==> config.mk <==
export PLATFORM = sky130hd
export DESIGN_NAME = latch_input_conditioner
export DESIGN_NICKNAME = d
export VERILOG_FILES = /design/src/rtl/latch_cond_pkg.sv /design/src/rtl/latch_input_conditioner_debounce_channel.sv /design/src/rtl/latch_input_conditioner.sv
export SDC_FILE = /design/constraint.sdc
export NUM_CORES = 1
export LEC_CHECK = 0
export CAP_MARGIN = 20
export CORE_ASPECT_RATIO = 1.75
export CORE_MARGIN = 2
export CORE_UTILIZATION = 30
export DETAILED_ROUTE_END_ITERATION = 7
export GPL_ROUTABILITY_DRIVEN = 0
export PLACE_DENSITY_LB_ADDON = 0.08
export SLEW_MARGIN = 20
export SYNTH_ARGS = -nofsm -noshare
export SYNTH_HDL_FRONTEND = slang
export SYNTH_SLANG_ARGS = --single-unit
==> constraint.sdc <==
create_clock -name clk -period 2 [get_ports clk]
set_clock_uncertainty 0.15 [all_clocks]
set_input_delay 0.4 -clock clk [delete_from_list [all_inputs] [get_ports clk]]
set_output_delay 0.4 -clock clk [all_outputs]
set_load 0.005 [all_outputs]
==> src/rtl/latch_cond_pkg.sv <==
// Shared types and defaults for the latch input conditioner.
// Optional edge pulses are enabled with the LATCH_COND_EDGE_PULSE_EN macro.
package latch_cond_pkg;

   typedef enum logic [1:0] {
      STABLE_LO = 2'd0,
      CHK_HI    = 2'd1,
      STABLE_HI = 2'd2,
      CHK_LO    = 2'd3
   } deb_state_t;

   localparam int DEF_STABLE_CNT = 100000;
   localparam int DEF_CNT_W      = 17;

endpackage

==> src/rtl/latch_input_conditioner_debounce_channel.sv <==
// One debounce channel: 2-flop synchronizer, hold-time FSM/counter, registered clean output.
// With LATCH_COND_EDGE_PULSE_EN defined, also emits registered rise (and optionally fall) pulses.
module debounce_channel
   import latch_cond_pkg::*;
#(
   parameter int STABLE_CNT = DEF_STABLE_CNT,
   parameter int CNT_W      = DEF_CNT_W
`ifdef LATCH_COND_EDGE_PULSE_EN
   ,
   parameter int PULSE_W    = 1
`endif
) (
   input  logic clk,
   input  logic rst,
   input  logic raw,
   output logic clean
`ifdef LATCH_COND_EDGE_PULSE_EN
   ,
   output logic [PULSE_W-1:0] pulse
`endif
);

   localparam logic [CNT_W-1:0] CNT_MAX = CNT_W'(STABLE_CNT - 1);

   generate
      if (STABLE_CNT < 2) begin : g_bad_stable_cnt
         $error("debounce_channel: STABLE_CNT must be at least 2");
      end
      if ((STABLE_CNT - 1) >= (1 << CNT_W)) begin : g_bad_cnt_w
         $error("debounce_channel: CNT_W too narrow to hold STABLE_CNT-1");
      end
   endgenerate

   logic             s1;
   logic             s2;
   deb_state_t       state;
   deb_state_t       state_nxt;
   logic [CNT_W-1:0] cnt;
   logic [CNT_W-1:0] cnt_nxt;
   logic             clean_nxt;

   // The counter only advances while checking, and resets on every state entry,
   // so it saturates at CNT_MAX and cannot wrap.
   always_comb begin
      state_nxt = state;
      cnt_nxt   = cnt;
      case (state)
         STABLE_LO: begin
            if (s2) begin
               state_nxt = CHK_HI;
               cnt_nxt   = '0;
            end
         end
         CHK_HI: begin
            if (!s2) begin
               state_nxt = STABLE_LO;
               cnt_nxt   = '0;
            end else if (cnt == CNT_MAX) begin
               state_nxt = STABLE_HI;
            end else begin
               cnt_nxt = cnt + CNT_W'(1);
            end
         end
         STABLE_HI: begin
            if (!s2) begin
               state_nxt = CHK_LO;
               cnt_nxt   = '0;
            end
         end
         CHK_LO: begin
            if (s2) begin
               state_nxt = STABLE_HI;
               cnt_nxt   = '0;
            end else if (cnt == CNT_MAX) begin
               state_nxt = STABLE_LO;
            end else begin
               cnt_nxt = cnt + CNT_W'(1);
            end
         end
         default: begin
            state_nxt = STABLE_LO;
            cnt_nxt   = '0;
         end
      endcase
      clean_nxt = (state_nxt == STABLE_HI) || (state_nxt == CHK_LO);
   end

   always_ff @(posedge clk) begin
      if (rst) begin
         s1    <= 1'b0;
         s2    <= 1'b0;
         state <= STABLE_LO;
         cnt   <= '0;
         clean <= 1'b0;
      end else begin
         s1    <= raw;
         s2    <= s1;
         state <= state_nxt;
         cnt   <= cnt_nxt;
         clean <= clean_nxt;
      end
   end

`ifdef LATCH_COND_EDGE_PULSE_EN
   // Pulses are registered on the same edge as clean, so they coincide with
   // the first cycle of the new clean level. MSB is rise; bit 0 is fall when PULSE_W==2.
   generate
      if (PULSE_W == 2) begin : g_rise_fall
         always_ff @(posedge clk) begin
            if (rst) begin
               pulse <= '0;
            end else begin
               pulse <= {clean_nxt & ~clean, ~clean_nxt & clean};
            end
         end
      end else begin : g_rise
         always_ff @(posedge clk) begin
            if (rst) begin
               pulse <= '0;
            end else begin
               pulse <= PULSE_W'(clean_nxt & ~clean);
            end
         end
      end
   endgenerate
`endif

endmodule

==> src/rtl/latch_input_conditioner.sv <==
// Debounces the data and enable switches feeding a downstream D latch.
// Defining LATCH_COND_EDGE_PULSE_EN adds the d_rise, e_rise and e_fall pulse outputs.
module latch_input_conditioner
   import latch_cond_pkg::*;
#(
   parameter int STABLE_CNT = DEF_STABLE_CNT,
   parameter int CNT_W      = DEF_CNT_W
) (
   input  logic clk,
   input  logic rst,
   input  logic d_raw,
   input  logic e_raw,
   output logic d_clean,
   output logic e_clean
`ifdef LATCH_COND_EDGE_PULSE_EN
   ,
   output logic d_rise,
   output logic e_rise,
   output logic e_fall
`endif
);

   debounce_channel #(
      .STABLE_CNT (STABLE_CNT),
      .CNT_W      (CNT_W)
`ifdef LATCH_COND_EDGE_PULSE_EN
      ,
      .PULSE_W    (1)
`endif
   ) u_d (
      .clk   (clk),
      .rst   (rst),
      .raw   (d_raw),
      .clean (d_clean)
`ifdef LATCH_COND_EDGE_PULSE_EN
      ,
      .pulse (d_rise)
`endif
   );

   debounce_channel #(
      .STABLE_CNT (STABLE_CNT),
      .CNT_W      (CNT_W)
`ifdef LATCH_COND_EDGE_PULSE_EN
      ,
      .PULSE_W    (2)
`endif
   ) u_e (
      .clk   (clk),
      .rst   (rst),
      .raw   (e_raw),
      .clean (e_clean)
`ifdef LATCH_COND_EDGE_PULSE_EN
      ,
      .pulse ({e_rise, e_fall})
`endif
   );

endmodule

# --- Word-level counts from Yosys, hierarchy flattened ---
# Index checks and enable logic that the tools add are counted.
word_totals:
  regBits: 44
  ram_bits: 0
  latch_bits: 0
  wordCells: 60
  memories: 0
  romBits: 0
  output_inout_bits: 2
op_classes:
  bitwise: 0
  shifts: 0
  n_reduce_logical: 6
  addsub: 2
  eq_ne: 16
  mul: 0
  muxes: 26
  n_div: 0
  n_lt_le_gt_ge: 0
ops:
  columns: ["operator", "count"]
  rows:
  - ["$mux W17", 10]
  - ["$pmux W17 S4", 2]
  - ["$add A17 B1 Y17 const B", 2]
  - ["$eq A17 B17 Y1 const B", 2]
  - ["$mux W2", 12]
  - ["$eq A2 B2 Y1 const B", 8]
  - ["$pmux W2 S4", 2]
  - ["$eq A2 B1 Y1 const B", 2]
  - ["$logic_not A2 Y1", 2]
  - ["$ne A2 B1 Y1 const B", 2]
  - ["$ne A2 B2 Y1 const B", 2]
  - ["$reduce_and A2 Y1", 2]
  - ["$logic_or A1 B1 Y1", 2]

# --- Longest topological paths before layout ---
# Gate-level depths: netlist (run 1).
logic_depth:
  ltp_word: 6
  ltp_mapped: 7
  depth_no_buf: 5

# --- By module ---
# A second synthesis (run 1) with hierarchy kept.
hier_totals:
  hier_cells: 242
  hier_area_um2: 2149.6
modules_own_cells:
  columns: ["mod", "area_per_inst_um2", "cells_each", "instances"]
  rows:
  - ["debounce_channel", 1074.8, 121, 2]

# --- Least setup slack after synthesis (run 1) ---
# Ideal clock, no wire load.
synth_path:
  path_kind: "register to register"
  startpoint: "register u_d.cnt[3]"
  endpoint: "register u_d.cnt[15]"
  slack_ns: 0.020
  synth_period_minus_slack_ns: 1.980
  t_arrival_ns: 1.760
  stages_incl_launch_ff: 6
  path_buffers: 1
  path_cell_list: "dfxtp_1 nand4_2 or4_1 buf_2 or4_1 a21oi_1"
synth_between:
  elab_chain_len: 4
  elab_cells_between_ends: 6
  cone_classes: "add/sub: 1; eq/ne: 1; mux: 4"
synth_rtl:
  columns: ["element", "line_no", "rtl"]
  rows:
  - ["start: declaration", "latch_input_conditioner_debounce_channel.sv:38", "logic [CNT_W-1:0] cnt;"]
  - ["start signal: assignment", "latch_input_conditioner_debounce_channel.sv:99", "cnt <= cnt_nxt;"]
  - ["$add A17 B1 Y17 / $eq A17 B17 Y1 (equally long branches)", null, null]
  - ["$mux W17 (*)", "latch_input_conditioner_debounce_channel.sv:58, latch_input_conditioner_debounce_channel.sv:74", null]
  - ["$mux W17, on equally long branches", "latch_input_conditioner_debounce_channel.sv:71, latch_input_conditioner_debounce_channel.sv:55", null]
  - ["$pmux W17 S4 (*)", "latch_input_conditioner_debounce_channel.sv:47", "case (state)"]
# Every way passes the cells marked *; elsewhere a longest branch is shown, timed or not.
# A chain may end at the register's enable or synchronous reset.

# --- Final worst setup path (run 1) ---
layout_path:
  startpoint: "register u_e.cnt[0]"
  endpoint: "register u_e.cnt[10]"
layout_between:
  elab_chain_len: 4
  elab_cells_between_ends: 6
  cone_classes: "add/sub: 1; eq/ne: 1; mux: 4"
layout_rtl:
  columns: ["element", "line_no"]
  rows:
  - ["start: declaration", "latch_input_conditioner_debounce_channel.sv:38"]
  - ["start signal: assignment", "latch_input_conditioner_debounce_channel.sv:99"]
  - ["$add A17 B1 Y17 / $eq A17 B17 Y1 (equally long branches)", null]
  - ["$mux W17 (*)", "latch_input_conditioner_debounce_channel.sv:58, latch_input_conditioner_debounce_channel.sv:74"]
  - ["$mux W17, on equally long branches", "latch_input_conditioner_debounce_channel.sv:71, latch_input_conditioner_debounce_channel.sv:55"]
  - ["$pmux W17 S4 (*)", "latch_input_conditioner_debounce_channel.sv:47"]
# Marks and branches as above.

==> results of run 1 <==
cells by family (layout without fill, tap and decap cells):
group / Yosys count / in the layout / share of synthesized area
AOI/OAI and AO/OA: 55 / 55 / 0.155
buffers and inverters: 19 / 66 / 0.0317
xor gates and xnor gates: 9 / 9 / 0.0475
DFF: 44 / 44 / 0.384
adders and majority gates: 2 / 2 / 0.0109
muxes: 9 / 9 / 0.0393
and+or+nand+nor: 133 / 133 / 0.331
worst paths after layout:
path,from,end
max,u_e.cnt[0],u_e.cnt[10]
min reg2reg,u_e.s1,u_e.s2
min,u_e.s1,u_e.s2
max reg2reg,u_e.cnt[0],u_e.cnt[10]
where the power goes:
part	switching [µW]	total (µW)	internal (µW)
Combinational	53.0	95.4	42.3
Clock	356	854	498
Sequential	7.20	891	883
Total	416	1840	1420
sequential cells by signal, summed over array words and instances (netlist names):
name and count:
u_e.s2 1, u_d.s1 1, u_d.s2 1, u_e.s1 1
u_e.state 2, u_e.cnt 17, u_d.clean 1, u_e.clean 1
u_d.state 2, u_d.cnt 17
metrics by stage:
step | cells | hold WS [ps] | setup TNS (ps) | setup slack, ps
final | 406 | 288 | 0 | 88.0
after global routing | 406 | 305 | 0 | 3.79
after CTS | 404 | 295 | 0 | 29.4
after global placement | 396 | 272 | -12.4 | -6.62
after detailed placement | 396 | 280 | -151 | -31.6
after floorplan | 271 | 264 | 0 | 19.9
cells in the mapped netlist, types with 2 or more instances:
| cell type | instances | share of area |
|---|---|---|
| a221o_1 | 2 | 0.0087 |
| nor2b_1 | 7 | 0.019 |
| nor2_1 | 10 | 0.016 |
| clkbuf_1 | 11 | 0.018 |
| a21oi_1 | 23 | 0.050 |
| o211ai_1 | 2 | 0.0065 |
| inv_1 | 6 | 0.0098 |
| xor3_1 | 2 | 0.021 |
| o31ai_1 | 8 | 0.026 |
| and2_1 | 4 | 0.011 |
| xor2_1 | 3 | 0.011 |
| mux2i_1 | 9 | 0.039 |
| nor4_1 | 2 | 0.0055 |
| o21ai_1 | 3 | 0.0065 |
| dfxtp_1 | 44 | 0.38 |
| nand2_1 | 30 | 0.049 |
| nor4bb_1 | 2 | 0.0087 |
| or4_1 | 12 | 0.039 |
| nand3_1 | 16 | 0.035 |
| and4_1 | 2 | 0.0076 |
| a31oi_1 | 6 | 0.016 |
| o32ai_1 | 2 | 0.0076 |
| or3_1 | 14 | 0.038 |
| nor3_1 | 7 | 0.015 |
| ha_1 | 2 | 0.011 |
| xnor2_1 | 4 | 0.015 |
| and3_1 | 5 | 0.014 |
| nand4_1 | 13 | 0.035 |
area by class of cell:
cell class,instances,area (µm²),area share
clock inverters,1,7.51,0.00253
flip-flops and latches,44,892,0.300
inverters,7,26.3,0.00884
well taps,88,110,0.0371
clock buffers,7,143,0.0480
repair buffers,51,408,0.137
multi-input cells,208,1390,0.466
metal layers:
| layer | GRT usage | wire length, µm |
|---|---|---|
| met5 | 0 | 0 |
| met4 | 0.0817 | 226 |
| met3 | 0.0285 | 108 |
| met2 | 0.330 | 3730 |
| met1 | 0.162 | 2370 |
repair_timing:
item                       in CTS  in global routing
setup endpoints to repair       7                  9
gates resized for setup         1                 17
setup buffers                   0                  2
hold buffers                    0                  0
pin swaps                       0                  7
==> metrics.cfg, run 1 <==
[outcome]
status=complete, no violations

[place]
postPlaceCellArea_um2=2750
dp_hpwl_um=4830
port_buffers=5

[clocking]
path_clk_slew_ps=70
cts_root_buffer=clkbuf_16
clkLatencyLatePin_ps=290
cts_tree=built
cts_max_path_buffers=2
cts_sinks=44
numCtsBuffers=5
htreeDepth=2

[global_route]
grt_first_pass_wirelength_um=11100
grt_max_degree=32
grt_overflow=0
antenna_found_initial=0
first_global_vias=2309
grt_usage=0.168

[final_layout]
final_cell_mix=45 x buf_4, 35 x dfxtp_1, 30 x nand2_1
fillers=801
nNetsFinal=323
antenna_cells=0
drive_gt1_frac=0.230
fin_area_um2=2970
postLayoutCoreUtil=0.398
layout_commonest_cell=buf_4
area_growth_pct=29.6

[power_and_ir_drop]
vdd_drop_max_mv=0.478
p_leak_uw=0.00105
p_per_area_nw_per_um2=619
power_uw=1840

[setup_path]
rrSetupSlack_ps=90
arrival_ps=1980
path_depth=5
end_kind=flop
slowest_stage=or3_4
r2r_cells=5
crit_family=simple AND/OR/NAND/NOR gates
critPathKind=reg2reg
crit_buf_inv=0
path_cells=ha_4, nand4_1, or3_4, or4_1, a31oi_1
slowest_delay_ps=430
worst-path-max-fanout=4
crit_path_start_kind=flop
cp.required_ps=2070

[sta]
fmax_mhz=523
rsz0062_at_grt=false
min_period_ps=1910
worst_pin_slew_ps=709
slew_violations=0
hold_viol=0
relSlewSlack=0.524
setup_viol=0
fin_crit_sh=0.956

[job]
maxCapViolCount=0

[die]
rows=42
die_h_um=120
io_pins=6
core_region_area_um2=7460
initial_utilization=0.307
die-area_um2=8380
dieWidth_um=70.1

[synth]
yosys_warnings=0
synthDistinctLibCells=48
ys_seq_elements=44
syn_inst=271
synth_ff_type=dfxtp_1
avgSynthCellArea_um2=8.46
synth-edff-count=0
synth_area_um2=2290
syn_nets=277
ys_seq_area_frac=0.384
synthArstFlopShare=0

[hold_path]
worstHoldPathType=reg2reg
min_path_cells=1

[routing]
drcViolationCount=0
dr.pass1.iters=4
routed_wl_um=6440
antenna_left=0
vias_per_cell=5.40
vias=2193
wl_per_cell_um=15.8
drtIter0Drc=69

Power figures use the tool's default switching activity.
==> run 2: changes to the inputs <==
--- a/config.mk
+++ b/config.mk
@@ -5,6 +5,7 @@
 export SDC_FILE = /design/constraint.sdc
 export NUM_CORES = 1
 export LEC_CHECK = 0
+export ABC_CLOCK_PERIOD_IN_PS = 2000
 export CAP_MARGIN = 20
 export CORE_ASPECT_RATIO = 1.75
 export CORE_MARGIN = 2
==> results of run 2 <==
Same layout as run 1: the final DEF is identical, and so are final timing and power.
==> run 3: changes to the inputs <==
--- a/config.mk
+++ b/config.mk
@@ -9,7 +9,7 @@
 export CAP_MARGIN = 20
 export CORE_ASPECT_RATIO = 1.75
 export CORE_MARGIN = 2
-export CORE_UTILIZATION = 30
+export CORE_UTILIZATION = 55
 export DETAILED_ROUTE_END_ITERATION = 7
 export GPL_ROUTABILITY_DRIVEN = 0
 export PLACE_DENSITY_LB_ADDON = 0.08
==> run 3 against run 2 <==
Effect of this change: sequential share of layout area rose by 2.3 points; cell count down 12%; first-iteration DRC count decreased by 36%; worst setup slack got worse by 48 ps; global-route usage grew 9.4 points; sequential cell count stayed put; core utilization rose by 28 points; worst hold slack better by 11 ps; final area down 7.6%; combinational power down 7.8%; non-clock buffer count decreased by 11; highest routed layer unchanged.
==> metrics.cfg, run 3 (synthesized netlist as in run 1, its figures left out) <==
[outcome]
status=complete, no violations

[routing]
vias=2187
drtIter0Drc=44
routed_wl_um=5610
wl_per_cell_um=15.8
antenna_left=0
dr.pass1.iters=4
drcViolationCount=0
vias_per_cell=6.14

[setup_path]
arrival_ps=2030
slowest_delay_ps=490
crit_buf_inv=1
cp.required_ps=2070
critPathKind=reg2reg
crit_path_start_kind=flop
crit_family=simple AND/OR/NAND/NOR gates
slowest_stage=or4_4
path_cells=ha_4, nand2_1, or4_4, buf_4, or3_1, a31oi_1
end_kind=flop
worst-path-max-fanout=5

[final_layout]
nNetsFinal=312
layout_commonest_cell=dfxtp_1
reg_top3=u_d.cnt: 17 flops, u_e.cnt: 17 flops
fillers=342
area_growth_pct=19.8
antenna_cells=0
final_cell_mix=39 x dfxtp_1, 34 x buf_4, 30 x nand2_1
fin_area_um2=2750
final_cells=356
postLayoutCoreUtil=0.674
drive_gt1_frac=0.173

[die]
io_pins=6
dieWidth_um=52.8
die_h_um=89.4
rows=31
die-area_um2=4720
initial_utilization=0.563
core_region_area_um2=4070

[global_route]
grt_first_pass_wirelength_um=9090
grt_overflow=0
antenna_found_initial=0
grt_usage=0.262
grt_max_degree=33
first_global_vias=2093

[clocking]
clkLatencyLatePin_ps=300
numCtsBuffers=5
cts_max_path_buffers=2
path_clk_slew_ps=80
cts_sinks=44
cts_tree=built
htreeDepth=2
cts_hold_buf=0
cts_root_buffer=clkbuf_8

[sta]
fmax_mhz=510
worst_slack_ps=39.6
worst_pin_slew_ps=572
fin_crit_sh=0.980
setup_viol=0
slew_violations=0
hold_viol=0
min_period_ps=1960
relSlewSlack=0.616

[place]
port_buffers=5
place_inst=346
dp_hpwl_um=4150
place_ws_ps=6.05
postPlaceCellArea_um2=2620

[hold_path]
worstHoldPathType=reg2reg

[power_and_ir_drop]
vdd_drop_max_mv=0.651
power_uw=1560
p_leak_uw=0.000964
p_per_area_nw_per_um2=569

[job]
maxCapViolCount=0

-- run 3: layer usage --
layer / part of all wire / up-vias / track usage
met5: 0 / - / 0
met4: 0.032 / 0 / 0.133
met3: 0.018 / 14 / 0.0351
li1: - / 1094 / -
met1: 0.38 / 1049 / 0.253
met2: 0.57 / 30 / 0.513
-- run 3: path summary, 6_finish.rpt --
path	startpoint	to	slack, ps	depth (start not counted)
max	u_d.cnt[0]	u_d.cnt[12]	40	6
min	u_d.s1	u_d.s2	300	1
max reg2reg	u_d.cnt[0]	u_d.cnt[12]	40	6
min reg2reg	u_d.s1	u_d.s2	300	1
-- run 3: metrics by stage --
step | TNS (ps) | hold WS, ps
finish | 0 | 299
global route | -27.3 | 319
CTS | 0 | 302
detailed placement | 0 | 279
global placement | 0 | 272
floorplan | 0 | 264
-- run 3: power breakdown --
group          total (µW)  leakage [µW]  switching (µW)  internal [µW]
registers             889      0.000358            6.66            882
logic                88.0      0.000561            49.0           39.0
clock network         586     0.0000455             304            282
-- run 3: what timing repair did --
item                                   4_1_cts  5_1_grt
setup buffers                                0        2
pin swaps                                    0        1
resized for setup                            2        7
setup endpoints to repair                    1       21
endpoints found under the hold margin        0        0
-- run 3: area by class of cell --
cell class	instances	area [µm²]	share of cell area
multi-input combinational	208	1360	0.494
sequential	44	887	0.323
timing repair buffer	40	325	0.118
clock buffer	8	90.1	0.0328
tap	49	61.3	0.0223
inverter	7	26.3	0.00957
